==> src/rtl/seg7_scan_driver.sv <==
`default_nettype none
// ============================================================================
// Module   : seg7_scan_driver
// Brief    : 4-digit common-anode 7-seg scanner with frame-aligned value commit
// Revision : 1.0
// ============================================================================
module seg7_scan_driver #(
    parameter int SCAN_DIV = 16
) (
    input  logic        clk,
    input  logic        rst_n,
    input  logic        load,
    input  logic [15:0] data,
    input  logic [3:0]  points,
    input  logic        le,
    output logic [3:0]  AN,
    output logic [7:0]  SEGMENT,
    output logic        frame
);

    localparam int                 c_PRE_W    = (SCAN_DIV > 1) ? $clog2(SCAN_DIV) : 1;
    localparam logic [c_PRE_W-1:0] c_PRE_LAST = c_PRE_W'(SCAN_DIV - 1);

    logic [c_PRE_W-1:0] r_pre;
    logic [1:0]         r_idx;
    logic [15:0]        r_pend_data;
    logic [3:0]         r_pend_pts;
    logic               r_pend_valid;
    logic [15:0]        r_act_data;
    logic [3:0]         r_act_pts;
    logic [3:0]         r_an;
    logic [7:0]         r_seg;
    logic               r_frame;

    logic               w_tick;
    logic               w_commit;
    logic [3:0]         w_nibble;
    logic [6:0]         w_glyph;

    assign w_tick   = (r_pre == c_PRE_LAST);
    assign w_commit = w_tick && (r_idx == 2'd3) && r_pend_valid;
    assign w_nibble = r_act_data[{r_idx, 2'b00} +: 4];

    always_ff @(posedge clk or negedge rst_n) begin
        if (!rst_n) begin
            r_pre <= '0;
            r_idx <= 2'd0;
        end else if (w_tick) begin
            r_pre <= '0;
            r_idx <= r_idx + 2'd1;
        end else begin
            r_pre <= r_pre + 1'b1;
        end
    end

    // A load coinciding with a commit keeps pending_valid set so it lands next frame.
    always_ff @(posedge clk or negedge rst_n) begin
        if (!rst_n) begin
            r_pend_data  <= 16'h0000;
            r_pend_pts   <= 4'h0;
            r_pend_valid <= 1'b0;
            r_act_data   <= 16'h0000;
            r_act_pts    <= 4'h0;
            r_frame      <= 1'b0;
        end else begin
            r_frame <= w_commit;
            if (w_commit) begin
                r_act_data <= r_pend_data;
                r_act_pts  <= r_pend_pts;
            end
            if (load) begin
                r_pend_data  <= data;
                r_pend_pts   <= points;
                r_pend_valid <= 1'b1;
            end else if (w_commit) begin
                r_pend_valid <= 1'b0;
            end
        end
    end

    always_comb begin
        w_glyph = 7'h7F;
        case (w_nibble)
            4'h0: w_glyph = 7'h40;
            4'h1: w_glyph = 7'h79;
            4'h2: w_glyph = 7'h24;
            4'h3: w_glyph = 7'h30;
            4'h4: w_glyph = 7'h19;
            4'h5: w_glyph = 7'h12;
            4'h6: w_glyph = 7'h02;
            4'h7: w_glyph = 7'h78;
            4'h8: w_glyph = 7'h00;
            4'h9: w_glyph = 7'h10;
            4'hA: w_glyph = 7'h08;
            4'hB: w_glyph = 7'h03;
            4'hC: w_glyph = 7'h46;
            4'hD: w_glyph = 7'h21;
            4'hE: w_glyph = 7'h06;
            4'hF: w_glyph = 7'h0E;
            default: w_glyph = 7'h7F;
        endcase
    end

    // Display registers sample the pre-edge digit, so they trail idx by one cycle.
    always_ff @(posedge clk or negedge rst_n) begin
        if (!rst_n) begin
            r_an  <= 4'b1111;
            r_seg <= 8'hFF;
        end else if (le) begin
            r_an  <= 4'b1111;
            r_seg <= 8'hFF;
        end else begin
            r_an  <= ~(4'b0001 << r_idx);
            r_seg <= {~r_act_pts[r_idx], w_glyph};
        end
    end

    assign AN      = r_an;
    assign SEGMENT = r_seg;
    assign frame   = r_frame;

endmodule
`default_nettype wire

==> config.mk <==
export PLATFORM = sky130hd
export DESIGN_NAME = seg7_scan_driver
export DESIGN_NICKNAME = d
export VERILOG_FILES = /design/src/rtl/seg7_scan_driver.sv
export SDC_FILE = /design/constraint.sdc
export NUM_CORES = 1
export LEC_CHECK = 0
export CORE_MARGIN = 10
export CORE_UTILIZATION = 54
export DETAILED_ROUTE_END_ITERATION = 10
export GPL_TIMING_DRIVEN = 0
export HOLD_SLACK_MARGIN = 0.1
export PLACE_DENSITY_LB_ADDON = 0.25
export REMOVE_ABC_BUFFERS = 1
export SLEW_MARGIN = 20
export SYNTH_ARGS = -nofsm -noshare
export SYNTH_HDL_FRONTEND = slang
export SYNTH_SLANG_ARGS = --single-unit
==> constraint.sdc <==
create_clock -name clk -period 2.6 [get_ports clk]
set_input_delay 0.78 -clock clk [delete_from_list [all_inputs] [get_ports clk]]
set_output_delay 0.78 -clock clk [all_outputs]
set_load 0.01 [all_outputs]
==> metrics.yaml <==
worst_setup_path:
  path_cells: "ha_1 > and3_1 > nand3_1 > mux2_2"
  worstPathArrival_ns: 2.52
  cp.required_ns: 2.80
  slowest_delay_ns: 0.73
  worstSetupStartpointType: "flip-flop"
  crit_fanout: 21
  crit_slowest_cell: "nand3_1"
  crit_type: "reg -> reg"
  crit_buf_inv: 0
  cp-end-kind: "flip-flop"
  path_delay_family: "simple AND/OR/NAND/NOR gates"
logic_synthesis:
  synth_top_area_share_pct: 46.6
  ys_types: 28
  synth-main-ff-cell: "dfrtp_1"
  ys_top_cells_by_area: "dfrtp_1 (47%), mux2_2 (18%), dfstp_2 (12%)"
  synth_top_cell_by_area: "dfrtp_1"
  synth_edf_count: 0
  ys_seq_area_share_pct: 58.8
  synth-seq-cells: 60
  synth_area_um2: 2580
  synth.avg_cell_area_um2: 14.7
  async_flop_share_pct: 100
  netlist_instances: 175
  synth_warnings: 0
clock_network:
  ctsHoldBuffers: 0
  path_clk_slew_ns: 0.06
  numCtsBuffers: 9
  clock-root-buffer: "clkbuf_8"
  cts_tree: "yes"
  post_cts_buffers: 0
  cts_sinks: 60
  htree_levels: 3
  ctsResizeCount: 0
  clock_latency_ns: 0.32
  cts.path.max_buffers: 2
power_and_ir_drop:
  p_clk_share_pct: 37.4
  p_comb_share_pct: 6.5
  peakVddDrop_v: 0.000406
  p_per_area_nw_per_um2: 569
  p_switching_w: 0.000385
  p_int_w: 0.00139
  cellLeakagePower_nw: 1.42
  switching_share_pct: 21.7
  p_seq_share_pct: 56.0
  finalPower_w: 0.00177
route:
  vias: 1471
  dr.pass1.iters: 4
  drt.antenna.violating_nets: 0
  wl_mm: 4.58
  viasPerCell: 5.39
  wl_per_cell_um: 16.8
  drc_errors: 0
  drtIter0Drc: 59
global_route:
  grt_max_degree: 61
  grt-ovfl-total: 0
  grt_pass1_wl_mm: 7.60
  grt_pass1_vias: 1654
  antenna_found_initial: 0
  grtUsageTotal_pct: 12.7
finish:
  drive_above_1_share_pct: 32.9
  area_growth_pct: 20.8
  nets: 249
  layout_commonest_cell: "dfrtp_1"
  utilization_pct: 66.4
  fillers: 338
  diodes: 0
  final_cell_mix: "dfrtp_1 (48), mux2_2 (41), clkdlybuf4s50_1 (35), dfstp_2 (12), ha_1 (11)"
sta:
  tightest_slew_ns: 0.988
  setup_violations: 0
  layout_min_cycle_time_ns: 2.32
  hold_violations: 0
  timing.fmax_ghz: 0.431
  tns_ns: 0
  whs_ns: 0.476
  timing.slew.headroom_pct: 34.0
  worst_clock_skew_ns: 0.00561
  finalMaxSlewViolations: 0
  rsz0062_at_grt: "false"
  period_share_pct: 89.3
die:
  io_pins: 37
  die_h_um: 89.1
  initial_utilization_pct: 55.0
  die_w_um: 89.1
  std_cell_rows: 25
  core_area_um2: 4690
  die-area_um2: 7940
place:
  dp_hpwl_mm: 3.28
  port_buffers: 36
  finalWeightedCongestion: 0.744
run:
  cap_violations: 0
status:
  status: "completed"
worst_hold_path:
  hp-class: "reg -> reg"
[power groups by stage]
stage / logic, W / registers (W) / clock network, W
global route: 0.000127 / 0.000997 / 0.000735
CTS: 0.000119 / 0.000994 / 0.000688
floorplan: 0.0000387 / 0.00101 / 0
finish: 0.000116 / 0.000993 / 0.000663
global placement: 0.000112 / 0.00101 / 0
detailed placement: 0.000119 / 0.00101 / 0
[flip-flops by register name, summed over array words and instances (netlist names)]
signal	count
r_act_data	16
r_idx	2
r_pend_pts	4
SEGMENT	8
r_pend_valid	1
r_pend_data	16
frame	1
r_pre	4
AN	4
r_act_pts	4
[kinds of logic after synthesis]
group                    Yosys count  synth area share (%)
XOR/XNOR                           2                 0.679
multiplexers                      53                  25.2
flip-flops                        60                  58.8
buffers and inverters             16                  2.81
adder cells (fa/ha/maj)           11                  5.33
AO/OA/AOI/OAI                     12                  3.39
AND/OR/NAND/NOR                   21                  3.83
[cell type report]
cell class / instances / area [um^2] / area share [%]
multi-input combinational: 99 / 991 / 31.8
tap: 54 / 67.6 / 2.17
clock inverter: 3 / 15.0 / 0.482
clock buffer: 13 / 139 / 4.46
inverter: 8 / 30.0 / 0.963
sequential: 60 / 1520 / 48.7
timing repair buffer: 36 / 358 / 11.5
[final timing paths]
| check | startpoint | end | slack (ns) | cells past startpoint |
|---|---|---|---|---|
| worst max-delay path | r_pre[0]$_DFF_PN0_ | r_act_data[3]$_DFFE_PN0P_ | 0.28 | 4 |
| worst min-delay path | r_pend_valid$_DFFE_PN0P_ | r_pend_valid$_DFFE_PN0P_ | 0.48 | 1 |
| worst max register to register | r_pre[0]$_DFF_PN0_ | r_act_data[3]$_DFFE_PN0P_ | 0.28 | 4 |
| worst min register to register | r_pend_valid$_DFFE_PN0P_ | r_pend_valid$_DFFE_PN0P_ | 0.48 | 1 |
| max in group asynchronous | rst_n | r_pend_data[13]$_DFFE_PN0P_ | 1.62 | 1 |
| min in group asynchronous | rst_n | r_pre[3]$_DFF_PN0_ | 0.52 | 1 |
[cell usage after synthesis, drive strengths merged, types with 2 or more instances]
cell / n
dfrtp: 48
mux2: 42
dfstp: 12
ha: 11
inv: 8
nand2: 7
mux2i: 6
buf: 5
mux4: 5
nor2: 4
a211o: 3
clkbuf: 3
o21ai: 3
a22oi: 2
and2: 2
and3: 2
nand3: 2
nor3: 2
[through the flow]
stage / cell area [um^2] / std cells / setup slack, ns
4_1_cts: 3120 / 273 / 0.254
3_3_place_gp: 2970 / 257 / -0.846
2_1_floorplan: 2540 / 167 / 0.601
5_1_grt: 3120 / 273 / 0.0710
3_5_place_dp: 2960 / 257 / 0.0972
6_report: 3120 / 273 / 0.279
[metal layers]
layer	part of all wire (%)	GRT usage, %	vias up
met5	0	0	-
met4	1.6	7.23	0
met3	5.0	3.83	9
met2	50	21.4	31
met1	43	13.9	736
li1	-	-	695
(Power assumes the default switching activity.)
